## src/rtl/sys_rst_sequencer.sv

```systemverilog
// rtl/sys_rst_sequencer.sv - staged power-on / lock / system / peripheral reset release sequencer
// Also restarts the sequence on PLL lock loss or a debounced reset-switch press.
module sys_rst_sequencer #(
    parameter int pPorCnt      = 1000,
    parameter int pLockStable  = 16,
    parameter int pStageGap    = 8,
    parameter int pDebounce    = 50000,
    parameter int pRstSwIdx    = 0,
    parameter int pSwActiveLow = 1
) (
    input  logic       iSysClk,
    input  logic       iSysRst,
    input  logic       iPllLocked,
    input  logic [3:0] iUserPushSw,
    output logic       oSysRst,
    output logic       oPeriRst,
    output logic       oRstDone,
    output logic [2:0] oFsmState,
    output logic [1:0] oRstCause
);

    localparam int MAX_AB = (pPorCnt > pLockStable) ? pPorCnt : pLockStable;
    localparam int MAX_CD = (pStageGap > pDebounce) ? pStageGap : pDebounce;
    localparam int MAX_P  = (MAX_AB > MAX_CD) ? MAX_AB : MAX_CD;
    localparam int CW     = $clog2(MAX_P) + 1;

    localparam logic [CW-1:0] POR_LAST  = CW'(pPorCnt - 1);
    localparam logic [CW-1:0] LOCK_LAST = CW'(pLockStable - 1);
    localparam logic [CW-1:0] GAP_LAST  = CW'(pStageGap - 1);
    localparam logic [CW-1:0] DEB_LAST  = CW'(pDebounce - 1);
    localparam logic [CW-1:0] CNT_MAX   = {CW{1'b1}};
    localparam logic          SW_ACT_LOW = (pSwActiveLow != 0);

    typedef enum logic [2:0] {
        ST_POR  = 3'd0,
        ST_LOCK = 3'd1,
        ST_SYS  = 3'd2,
        ST_PERI = 3'd3,
        ST_RUN  = 3'd4
    } state_t;

    state_t        state_q, state_d;
    logic [CW-1:0] cnt_q, cnt_d;
    logic [CW-1:0] dcnt_q, dcnt_d;
    logic          arm_q, arm_d;
    logic [1:0]    cause_q, cause_d;
    logic          sw_pressed;
    logic          deb_hit;
    logic          unused_sw;

    assign sw_pressed = iUserPushSw[pRstSwIdx] ^ SW_ACT_LOW;
    // Only the selected switch matters; the rest are folded away on purpose.
    assign unused_sw  = ^iUserPushSw;
    assign deb_hit    = (state_q == ST_RUN) && sw_pressed && arm_q && (dcnt_q == DEB_LAST);

    always_comb begin
        state_d = state_q;
        cause_d = cause_q;
        arm_d   = arm_q;
        cnt_d   = (cnt_q == CNT_MAX) ? cnt_q : cnt_q + 1'b1;
        dcnt_d  = '0;

        if (!sw_pressed) begin
            arm_d = 1'b1;
        end

        case (state_q)
            ST_POR: begin
                if (cnt_q == POR_LAST) state_d = ST_LOCK;
            end
            ST_LOCK: begin
                if (!iPllLocked)             cnt_d   = '0;
                else if (cnt_q == LOCK_LAST) state_d = ST_SYS;
            end
            ST_SYS: begin
                if (!iPllLocked) begin
                    state_d = ST_LOCK;
                    cause_d = 2'd1;
                end else if (cnt_q == GAP_LAST) begin
                    state_d = ST_PERI;
                end
            end
            ST_PERI: begin
                if (!iPllLocked) begin
                    state_d = ST_LOCK;
                    cause_d = 2'd1;
                end else if (cnt_q == GAP_LAST) begin
                    state_d = ST_RUN;
                end
            end
            ST_RUN: begin
                // Lock loss wins over a simultaneous switch expiry.
                if (!iPllLocked) begin
                    state_d = ST_LOCK;
                    cause_d = 2'd1;
                end else if (deb_hit) begin
                    state_d = ST_POR;
                    cause_d = 2'd2;
                    arm_d   = 1'b0;
                end
            end
            default: state_d = ST_POR;
        endcase

        if (state_d != state_q) begin
            cnt_d = '0;
        end

        if ((state_q == ST_RUN) && (state_d == ST_RUN) && sw_pressed && arm_q) begin
            dcnt_d = dcnt_q + 1'b1;
        end
    end

    always_ff @(posedge iSysClk) begin
        if (iSysRst) begin
            state_q <= ST_POR;
            cnt_q   <= '0;
            dcnt_q  <= '0;
            arm_q   <= 1'b0;
            cause_q <= 2'd0;
        end else begin
            state_q <= state_d;
            cnt_q   <= cnt_d;
            dcnt_q  <= dcnt_d;
            arm_q   <= arm_d;
            cause_q <= cause_d;
        end
    end

    assign oSysRst   = (state_q == ST_POR) || (state_q == ST_LOCK);
    assign oPeriRst  = (state_q == ST_POR) || (state_q == ST_LOCK) || (state_q == ST_SYS);
    assign oRstDone  = (state_q == ST_RUN);
    assign oFsmState = state_q;
    assign oRstCause = cause_q;

endmodule

```

## config.mk

```make
export PLATFORM = sky130hd
export DESIGN_NAME = sys_rst_sequencer
export DESIGN_NICKNAME = d
export VERILOG_FILES = /design/src/rtl/sys_rst_sequencer.sv
export SDC_FILE = /design/constraint.sdc
export NUM_CORES = 1
export LEC_CHECK = 0
export BUFFER_PORTS_ARGS = -buffer_cell sky130_fd_sc_hd__buf_2
export CORE_ASPECT_RATIO = 1.2
export CORE_UTILIZATION = 45
export DETAILED_ROUTE_END_ITERATION = 7
export PLACE_DENSITY = 0.64
export REMOVE_ABC_BUFFERS = 1
export SYNTH_ARGS = -nofsm -noshare
export SYNTH_HDL_FRONTEND = slang
export SYNTH_SLANG_ARGS = --single-unit
```

## constraint.sdc

```tcl
create_clock -name iSysClk -period 3.09 [get_ports iSysClk]
set_clock_uncertainty 0.15 [all_clocks]
set_input_delay 0.309 -clock iSysClk [delete_from_list [all_inputs] [get_ports iSysClk]]
set_output_delay 0.309 -clock iSysClk [all_outputs]
set_load 0.03 [all_outputs]
```

* After elaboration in Yosys (flattened, before gate mapping)
Index checks and enable logic that the tools add are counted.
Word-level totals: output and inout port bits 8, bits of input ports 7, word-level logic and storage cells 57, bits in registers 40
Cells by class: multiplexer cells 21, bitwise logic cells 2, $add $sub $neg 2, equal/unequal tests 13, reductions and logical operators 14
Operators with widths (number):
- 17-bit 2-to-1 mux | 3
- 17-bit by 1-bit adder with 17-bit output (second input constant) | 2
- 3-bit 2-to-1 mux | 9
- 17-bit by 10-bit equality test with 1-bit output (second input constant) | 1
- 17-bit by 16-bit equality test with 1-bit output (second input constant) | 1
- 17-bit equality test (second input constant) | 1
- 17-bit by 3-bit equality test with 1-bit output (second input constant) | 1
- 17-bit by 4-bit equality test with 1-bit output (second input constant) | 1
- 3-bit case mux with 5 select lines | 1
- 3-bit by 2-bit equality test with 1-bit output (second input constant) | 2
- 3-bit equality test (second input constant) | 2
- 1-bit logical AND | 6
- 2-bit 2-to-1 mux | 3
- 2-bit OR reduction | 3
- 1-bit 2-to-1 mux | 4
- 2-bit case mux with 2 select lines | 1
- 3-bit by 1-bit equality test with 1-bit output (second input constant) | 1
- 3-bit logical NOT | 1
- 3-bit by 2-bit inequality test with 1-bit output (second input constant) | 1
- 3-bit inequality test | 1
- 3-bit AND reduction | 1
- 1-bit logical OR | 2
- 2-bit inequality test (second input constant) | 1
- 1-bit inverter | 2
- 2-bit nonzero test | 1

* Logic depth before layout (Yosys ltp)
Gate-level depths: netlist of the first run.
depth in word-level cells 13, gate-level depth with buffers 9, gate-level depth less buffers 7

* Least setup slack after synthesis of the first run
Ideal clock, no wire load.
path kind flip-flop to flip-flop, start register state_q[1], in the netlist oFsmState[1], end register cnt_q[5], clock period less this slack 2450 ps, data required time 2809 ps, cell stages (with the launch flop) 9, arrival time 2168 ps, buffers on the path 2, path slack 640 ps, setup time 131 ps, path through dfxtp_1 -> buf_2 -> nor3b_2 -> nand4_1 -> o211ai_1 -> a31oi_4 -> buf_4 -> nand2_1 -> nor2_1
Between the ends: longest elaborated chain between the ends 9, elaborated cells on any way between the ends 21, classes of those cells eq/ne (5); mux (11); reduce/logical (5)
Ends and longest elaborated chain:
- from (decl) | line 42 | state_t state_q, state_d;
- from (signal assigned) | line 122 | state_q <= state_d;
- 3-bit equality test *
- net oRstDone | line 17 | output logic oRstDone,
- 1-bit logical AND (3 in a row) | line 54 | assign deb_hit = (state_q == ST_RUN) && sw_pressed && arm_q && (dcnt_q == DEB_LAST);
- 3-bit 2-to-1 mux | line 96 | end else if (deb_hit) begin
- 3-bit 2-to-1 mux | line 93 | if (!iPllLocked) begin
- 3-bit case mux with 5 select lines * | line 67 | case (state_q)
- 3-bit inequality test * | line 105 | if (state_d != state_q) begin
- 2-bit OR reduction (no line) *
- to (signal assigned) | line 123 | cnt_q <= cnt_d;
- to (decl) | line 43 | logic [CW-1:0] cnt_q, cnt_d;
The timed path passes the listed nets; every way through them passes the cells marked *. A chain may end at the register's enable or synchronous reset.

* Worst setup path in the final report of the first run
start register cnt_q[12], end register cnt_q[3]
Between the ends: longest elaborated chain between the ends 6, elaborated cells on any way between the ends 17, classes of those cells eq/ne (5); mux (11); reduce/logical (1)
Ends and longest elaborated chain (line):
- 17-bit by 3-bit equality test with 1-bit output / 17-bit by 4-bit equality test with 1-bit output (equally long branches) | 79, 87, 73
- 3-bit 2-to-1 mux (on tied branches) | 87, 73, 79
- 3-bit 2-to-1 mux (on tied branches) | 84, 72, 76
- 3-bit case mux with 5 select lines | 67
- 3-bit inequality test | 105
- 2-bit OR reduction (no line)
Parallel ways exist; a longest one is shown, timed or not.

==> metrics.md, run 1 <==
| Metric | Value |
|---|---|
| Reg2reg start | cnt_q[12] |
| RSZ-0062 raised after global routing | no |
| Initial core utilization | a little under half |
| Min Tclk post-route | 2.353 ns |
| Die ar. | 5164 um^2 |
| Post-Syn Instances | 260 |
| Final nets | 274 |
| Clk slew on worst S/H paths | 0.09 ns |
| DP Cell Count | 316 |
| Slowest-stage cell, CP | and4_1 |
| CTS tree | yes |
| PostCTS Resize Cnt | 0 |
| Met3 usage in global routing | 4.360% |
| Synth async-reset ratio | 0% |
| Yosys warns | 0 |
| CTS Buf Count | 5 |
| Initial antenna violation count | 0 |
| Final hold slack | 0.07637 ns |
| GRT busiest layer | met2 |
| Hold Buf Count CTS | 0 |
| Max cap viols | 0 |
| Startpoint Class | flop |
| Cell Pwr Density | about 420 nW/um^2 |
| Post-DP HPWL | 2858 um |
| CP endpoint kind | flop |
| Data arrival, critical path | 2.41 ns |
| Achievable frequency | 0.4249 GHz |
| CP cell instances | nor4_4 -> and4_1 -> a21oi_1 -> o211ai_2 -> a221oi_4 -> buf_4 -> nor4b_1 |
| Hold Startpoint | iUserPushSw[0] |
| Fin. max-slew vios | 0 |
| Data required time at the worst endpoint | 3.14 ns |
| Number of nets with antenna violations after detailed routing | 0 |
| Setup CP Type | flop to flop |
| Chip height | a little under 80 um |
| Fin Setup TNS | 0 ns |
| Relative slew margins | 67.91% |
| P_leak | 0.9117 nW |
| Row count | 27 |
| Worst Setup SP | cnt_q[12] |
| I/O pin count | 15 |
| Final hold vios | 0 |
| DRT iter0 DRCs | between 100 and 150 |
| Clk buf depth | 2 |
| Grt ovf | 0 |
| H-Tree Depth | 2 |
| N_diodes | 0 |
| Clk sinks | 40 |
| Final Cycle Share | 76.16% |
| Synth Register Bits | 40 |
| Insertion delay to the later sink of the worst-skew pair | 0.30 ns |
| Setup bufs post-CTS | 0 |
| Finished Layout Cells | 324 |
| Top_reg_cell synth | dfxtp_1 |
| Fill count | around 440 |
| Max VDD drop | 0.0003283 V |
| 1st-pass router iterations | 4 |
| Final wirelength | 4199 um |
| Area growth syn-to-layout | 7.806% |
| Total track usage | 17.99% |
| Number of synthesized flops with an enable pin | 0 |
| Port-buffer cells | 11 |
| Critical path's largest stage delay | 0.39 ns |
| Global-route wire length before repair | 7245 um |
| Wire per inst | 12.96 um |
| Vias per inst | 5.429 |
| Max FO, Critical Path | 17 |
| Post-synth cell types | 51 |
| Fraction of layout cells with a size suffix above 1 | 15.79% |
| Met2 usage | between 20 and 30% |
| Largest net degree at the start of global routing | 18 |
| Final GP Congestion | 0.7796 |
| Hold crit path type | input pin to flop |
| Post-synthesis cell area | 2196 um^2 |
| Post-route DRC violation count | 0 |
| Tightest Pin Transition | between 0.4 and 0.5 ns |
| Sequential cell area | 800.8 um^2 |
| Via Count | 1759 |
| Count of final setup violators | 0 |
| Register area share after synthesis | 36.47% |
| Multi-input gate area | 1296 um^2 |
| Clock Tree Root | clkbuf_8 |
| Status | finished, final reports clean |
| GR Util met1 | 23.04% |
| Syn avg cell area | approximately 8.4 um^2 |
| Die Wd | around 66 um |
| Number of global-route vias before repair | 1594 |
| Core Area | 4628 um^2 |
-- through the flow --
step                utilization, %  setup slack, ns  area [um^2]  power [mW]
floorplan                        -           0.5220         2116      0.5503
global placement             48.63           0.7765         2251      0.5580
detailed placement           48.63           0.7507         2251      0.5588
CTS                          51.15           0.7063         2367       1.001
global route                 51.15           0.5396         2367       1.027
finish                       51.15           0.7365         2367      0.9899
-- sequential cells by signal (all words and copies together) (netlist names) --
name / flops
dcnt_q: 17
oRstCause: 2
cnt_q: 17
arm_q: 1
oFsmState: 3
-- worst max-delay path, delay by kind of cell (launching register included) --
| family | cells | cell delay [ns] |
|---|---|---|
| AO/OA/AOI/OAI | 3 | 0.46 |
| flip-flops | 1 | 0.37 |
| AND/OR/NAND/NOR | 3 | 1.04 |
| buffers and inverters | 1 | 0.24 |
-- final cells by class --
class,count,share of cell area (%)
inverters,5,0.7928
clock inverters,3,2.008
repair buffers,12,2.643
multi-input cells,201,54.76
flip-flops and latches,40,33.83
well taps,58,3.066
clock buffers,5,2.907
-- cell usage in the layout (no fill, tap or decap), types with 2 or more instances in the layout --
| cell type | Yosys | routed |
|---|---|---|
| dfxtp_1 | 40 | 40 |
| and4_1 | 5 | 5 |
| nand2_1 | 21 | 21 |
| nor2_1 | 36 | 36 |
| xnor2_1 | 12 | 12 |
| nor2b_1 | 4 | 4 |
| nor3_1 | 3 | 3 |
| and2_1 | 2 | 2 |
| nand4_1 | 7 | 7 |
| a21oi_1 | 9 | 9 |
| nor2_2 | 10 | 10 |
| a31oi_1 | 2 | 2 |
| nor4b_1 | 2 | 2 |
| nand3_1 | 16 | 16 |
| a21boi_0 | 3 | 3 |
| clkbuf_8 | 0 | 5 |
| o21ai_0 | 7 | 7 |
| nand2b_1 | 3 | 3 |
| ha_1 | 2 | 2 |
| nor4bb_1 | 2 | 2 |
| clkinv_4 | 0 | 2 |
| buf_2 | 4 | 11 |
| o211ai_1 | 2 | 2 |
| xor2_1 | 15 | 15 |
| nor3b_1 | 3 | 3 |
| and3_1 | 13 | 13 |
| inv_1 | 5 | 5 |
-- final timing paths --
| check | endpoint | slack [ns] | cells past startpoint |
|---|---|---|---|
| worst min-delay path | arm_q | 0.08 | 2 |
| worst max register to register | cnt_q[3] | 0.74 | 7 |
| worst min register to register | dcnt_q[0] | 0.29 | 1 |
| worst max-delay path | cnt_q[3] | 0.74 | 7 |
-- cells in the mapped netlist (4+ instances only) --
library cell  instances  share of area [%]
clkbuf_1              5               0.85
inv_1                 5               0.85
dfxtp_1              40                 36
nor2_2               10                2.8
and4_1                5                2.0
xnor2_1              12                4.8
buf_2                 4               0.91
o21ai_0               7                1.6
and3_1               13                3.7
nor2_1               36                6.2
nor2b_1               4                1.1
a21oi_1               9                2.1
nand4_1               7                2.0
xor2_1               15                6.0
nand3_1              16                3.6
nand2_1              21                3.6
-- per-layer routing --
layer | part of all wire, % | vias up
li1 | - | 912
met1 | 47 | 829
met2 | 49 | 12
met3 | 2.3 | 6
met4 | 1.6 | 0
met5 | 0 | -
-- cells by family after synthesis --
group | count (synthesis) | synth area share [%]
xor gates and xnor gates | 27 | 10.77
adders and majority gates | 2 | 1.139
buffers and inverters | 19 | 4.501
DFF | 40 | 36.47
muxes | 1 | 0.4559
and+or+nand+nor | 135 | 33.90
AOI/OAI and AO/OA | 36 | 12.76
-- power breakdown --
group | switching (mW) | internal (mW) | total [mW]
logic | 0.0138 | 0.0107 | 0.0245
registers | 0.00288 | 0.519 | 0.522
clock network | 0.200 | 0.243 | 0.443
Note: power is estimated with default switching activity, not from simulation.
==> inputs of run 2 (changes only) <==
PLACE_DENSITY = 0.67   (was 0.64)
clock period = 2.1 ns   (was 3.09 ns; I/O delays follow)
==> metrics.md, run 2 (same netlist as run 1, synthesis figures left out) <==
| Metric | Value |
|---|---|
| Status | finished, violations left |
| Failing checks | negative setup slack |
| CTS tree | yes |
| Clock Tree Root | clkbuf_8 |
| Row count | 27 |
| Clock Power Share | 44.4% |
| Chip height | 78.52 um |
| CP cell instances | ha_2 -> and3b_2 -> nand4b_1 -> o31a_1 -> o211a_1 -> a221oi_4 -> buf_12 -> nor3b_1 |
| Insertion delay to the later sink of the worst-skew pair | 0.30 ns |
| Combinational cell fraction of total power | between 3 and 4% |
| Slowest-stage cell, CP | dfxtp_4 |
| Clk buf depth | 2 |
| Core Area | 4628 um^2 |
| Number of global-route vias before repair | 1759 |
| Finished Layout Cells | 364 |
| Setup CP Type | flop to flop |
| Largest net degree at the start of global routing | 18 |
| Post-Place Worst Slack | -0.07778 ns |
| CTS Buf Count | 5 |
| Sw Share | 21.95% |
| Final hold vios | 0 |
| DRT iter0 DRCs | 120 |
| Die Wd | 65.77 um |
| Max cap viols | 0 |
| Register share of total power | 52.2% |
| Fin. max-slew vios | 0 |
| Port-buffer cells | 11 |
| Number of nets with antenna violations after detailed routing | 0 |
| RSZ-0062 raised after global routing | yes |
| Wire per inst | 11.87 um |
| Commonest cells after routing, fill and taps aside | dfxtp_1 (38), buf_4 (37), nor2_1 (36) |
| Final nets | 314 |
| 1st-pass router iterations | 4 |
| DP Cell Count | 352 |
| Data arrival, critical path | 2.14 ns |
| Initial antenna violation count | 0 |
| Post-route DRC violation count | 0 |
| Total track usage | 18.80% |
| Area growth syn-to-layout | 23.65% |
| Most common cell after layout, fill and taps aside | dfxtp_1 |
| Tightest Pin Transition | 0.3524 ns |
| Data required time at the worst endpoint | 2.13 ns |
| Post-DP HPWL | around 3100 um |
| Relative slew margins | between 70% and 80% |
| Via Count | approximately 1900 |
| Fin Setup TNS | -0.004353 ns |
| Max FO, Critical Path | 17 |
| Cell Pwr Density | 541.8 nW/um^2 |
| Critical path's largest stage delay | 0.37 ns |
| N_diodes | 0 |
| Die ar. | around 5200 um^2 |
| Worst setup margin | -0.004353 ns |
| Achievable frequency | 0.4752 GHz |
| Grt ovf | 0 |
| Count of final setup violators | 1 |
| Fraction of layout cells with a size suffix above 1 | 28.10% |
| Startpoint Class | flop |
| Final GP Congestion | 0.7796 |
| Internal | between 1 and 1.5 mW |
| Min Tclk post-route | 2.104 ns |
| P_leak | 1.130 nW |
| Fill count | 383 |
| Clk sinks | 40 |
| Hold crit path type | input pin to flop |
| P_sw | 0.3229 mW |
| Initial core utilization | a little under half |
| Final wirelength | 4319 um |
| Vias per inst | 5.201 |
| Max VDD drop | 0.0004835 V |
| Final Cycle Share | 100.2% |
| CP endpoint kind | flop |
| H-Tree Depth | 2 |
| Global-route wire length before repair | 7583 um |
| I/O pin count | 15 |
| Clk slew on worst S/H paths | 0.09 ns |
## run 2: changes by cell type in the layout (fill, tap and decap cells not counted), sizes merged
cell / delta
buf: +38
dlygate4sd3: +2
## run 2: critical path, delay by kind of cell, from the launching register on
kind            cells  cell delay, ns
compound gates      3            0.66
fa+ha+maj           1            0.19
simple gates        3            0.40
flops               1            0.37
buf+inv             1            0.20
## run 2: per-layer routing
layer / vias to the layer above / GRT usage [%] / routed length (um)
met5: - / 0 / 0
met1: 867 / 23.04 / 2058
met3: 6 / 4.070 / 122
li1: 996 / - / -
met4: 0 / 7.174 / 52
met2: 24 / 31.43 / 2086
## run 2: power groups by stage
stage / Clock [mW] / Combinational, mW / Sequential [mW]
2_1_floorplan: 0 / 0.0246 / 0.785
3_3_place_gp: 0 / 0.0417 / 0.785
3_5_place_dp: 0 / 0.0436 / 0.786
4_1_cts: 0.671 / 0.0500 / 0.768
5_1_grt: 0.698 / 0.0567 / 0.769
6_report: 0.653 / 0.0501 / 0.768
## run 2: final timing paths
check	from	to	slack (ns)	depth (start not counted)
max	cnt_q[0]	cnt_q[16]	-0.004	8
min	iPllLocked	oFsmState[2]	0.22	5
max reg2reg	cnt_q[0]	cnt_q[16]	-0.004	8
min reg2reg	dcnt_q[0]	dcnt_q[0]	0.29	1
## run 2: stage by stage
step / power, mW / hold slack (ns) / cell area, um^2 / util, %
final: 1.471 / 0.2225 / 2715 / 58.66
after global routing: 1.524 / 0.2686 / 2715 / 58.66
after CTS: 1.489 / 0.2279 / 2711 / 58.58
after detailed placement: 0.8293 / 0.2814 / 2546 / 55.01
after global placement: 0.8272 / 0.2782 / 2546 / 55.01
after floorplan: 0.8097 / 0.1324 / 2116 / -
## run 2: cell type report
| type | count | area [um^2] | area share [%] |
|---|---|---|---|
| multi-input combinational | 201 | 1309 | 48.20 |
| sequential | 40 | 805.8 | 29.68 |
| timing repair buffer | 52 | 392.9 | 14.47 |
| tap | 58 | 72.57 | 2.673 |
| clock buffer | 5 | 68.82 | 2.535 |
| clock inverter | 3 | 47.55 | 1.751 |
| inverter | 5 | 18.77 | 0.6912 |
## run 2: timing repair
item	CTS	global route
setup buffers	2	0
setup endpoints to repair	17	30
resized for setup	8	2
endpoints found under the hold margin	3	0
gates cloned	0	0
hold buffers	2	0
pin swaps	1	4
==> inputs of run 3 (changes only) <==
PLACE_DENSITY = 0.64   (was 0.67)
clock period = 2 ns   (was 2.1 ns; I/O delays follow)
==> metrics.md, run 3 (same netlist as run 1, synthesis figures left out) <==
| Metric | Value |
|---|---|
| Area growth syn-to-layout | 37.44% |
| Final Cycle Share | 106.7% |
| Fin. max-slew vios | 0 |
| Combinational cell fraction of total power | 4.2% |
| Row count | 27 |
| CTS tree | yes |
| Fill count | 382 |
| Count of final setup violators | 24 |
| CP endpoint kind | flop |
| Number of nets with antenna violations after detailed routing | 0 |
| Chip height | 78.52 um |
| RSZ-0062 raised after global routing | yes |
| Setup CP Type | flop to flop |
| DP Cell Count | approximately 360 |
| Clock Tree Root | clkbuf_8 |
| Critical path's largest stage delay | 0.35 ns |
| Cell Pwr Density | 469.0 nW/um^2 |
| Worst Path Buf+Inv | 2 |
| CTS Buf Count | 5 |
| Clk sinks | 40 |
| Global-route wire length before repair | 7872 um |
| Relative slew margins | 71.70% |
| Sw Share | 23.59% |
| Initial core utilization | 47.45% |
| Die ar. | 5164 um^2 |
| DRT iter0 DRCs | 63 |
| Clk buf depth | 2 |
| Finished Layout Cells | 375 |
| Number of global-route vias before repair | between 1500 and 2000 |
| Min Tclk post-route | 2.134 ns |
| Startpoint Class | flop |
| Grt ovf | 0 |
| Data required time at the worst endpoint | 2.04 ns |
| Wire per inst | 13.50 um |
| Max VDD drop | around 0.0004 V |
| Final hold vios | 0 |
| Max FO, Critical Path | 8 |
| P_sw | 0.3340 mW |
| CP top delay family | simple AND/OR/NAND/NOR gates |
| Clk slew on worst S/H paths | 0.09 ns |
| Clock Power Share | 38.7% |
| Final GP Congestion | 0.8593 |
| Insertion delay to the later sink of the worst-skew pair | 0.29 ns |
| Total track usage | 19.66% |
| Max cap viols | 0 |
| Slowest-stage cell, CP | nor4_4 |
| Final design utilization | 65.21% |
| Failing checks | negative setup slack |
| Final nets | about 330 |
| Port-buffer cells | 11 |
| Tightest Pin Transition | 0.4186 ns |
| Largest net degree at the start of global routing | 18 |
| Vias per inst | 5.181 |
| N_diodes | 0 |
| Status | finished, violations left |
| Finished Cell Area | just over 3000 um^2 |
| Die Wd | approximately 66 um |
| Via Count | 1943 |
| Post-route DRC violation count | 0 |
| Data arrival, critical path | between 2 and 2.5 ns |
| Post-DP HPWL | roughly 3400 um |
| 1st-pass router iterations | 5 |
| Commonest cells after routing, fill and taps aside | buf_4 (41), dfxtp_1 (37), nor2_1 (23) |
| Post-Place Worst Slack | -0.1654 ns |
| H-Tree Depth | 2 |
| Fraction of layout cells with a size suffix above 1 | 35.96% |
| Internal | 1.082 mW |
| Register share of total power | 57.1% |
| Most common cell after layout, fill and taps aside | buf_4 |
| Final wirelength | around 5000 um |
| P_leak | around 1.2 nW |
| Core Area | roughly 4600 um^2 |
| Worst setup margin | -0.1339 ns |
| Hold crit path type | input pin to flop |
| R2R Setup Slk | -0.13 ns |
| Initial antenna violation count | 0 |
| CP cell instances | nor4_4 -> nand4_1 -> o21ai_1 -> o211ai_2 -> a221oi_4 -> buf_6 -> clkbuf_16 -> nor2_2 |
| Dpl cell area | 2589 um^2 |
| I/O pin count | 15 |
| Achievable frequency | between 0.4 and 0.5 GHz |
-- run 3: cell count changes in the layout (fill, tap and decap cells not counted), moves of 4 or more --
cell,before,now
nor2_1,36,23
clkbuf_16,0,4
buf_4,37,41
nor2_4,0,13
-- run 3: worst paths after layout --
path,from,to,cells past startpoint
worst max-delay path,cnt_q[14],cnt_q[14],8
worst min-delay path,iPllLocked,oFsmState[2],3
worst max register to register,cnt_q[14],cnt_q[14],8
worst min register to register,arm_q,arm_q,1
-- run 3: cell type report --
| class | instances | area, um^2 | share of cell area, % |
|---|---|---|---|
| sequential | 40 | 809.5 | 26.82 |
| inverter | 5 | 18.77 | 0.6219 |
| timing repair buffer | 63 | 565.5 | 18.74 |
| clock inverter | 3 | 23.77 | 0.7877 |
| multi-input combinational | 201 | 1459 | 48.34 |
| tap | 58 | 72.57 | 2.405 |
| clock buffer | 5 | 68.82 | 2.280 |
-- run 3: metrics by stage --
stage | setup TNS (ns) | hold slack (ns) | power, mW
5_1_grt | -5.289 | 0.2102 | 1.484
4_1_cts | -1.321 | 0.1453 | 1.425
6_report | -2.116 | 0.1929 | 1.415
2_1_floorplan | -17.38 | 0.1224 | 0.8502
3_5_place_dp | -2.091 | 0.2858 | 0.8730
3_3_place_gp | -1.429 | 0.2768 | 0.8702
-- run 3: per-layer routing --
metal	share of wire [%]	wire, um	track usage [%]
met1	44	2225	22.65
met4	1.1	55	6.522
met5	0	0	0
met2	53	2702	34.90
met3	1.5	78	4.360
-- run 3: worst min-delay path, delay by kind of cell --
family,cells,cell delay (ns)
buffers and inverters,1,0.16
AOI/OAI and AO/OA,2,0.23
-- run 3: power by group through the flow --
stage | Combinational (mW) | Clock (mW) | Sequential [mW]
global placement | 0.0459 | 0 | 0.824
finish | 0.0594 | 0.548 | 0.808
detailed placement | 0.0478 | 0 | 0.825
global route | 0.0661 | 0.609 | 0.809
CTS | 0.0517 | 0.567 | 0.807
floorplan | 0.0258 | 0 | 0.824
-- run 3: what timing repair did --
action                                  CTS  global route
gates cloned                              0             4
hold buffers                              2             0
buffers inserted                          0             8
endpoints found under the setup margin   34            34
pin swaps                                 6            23
hold endpoints to repair                  3             0
resized for setup                         9            39
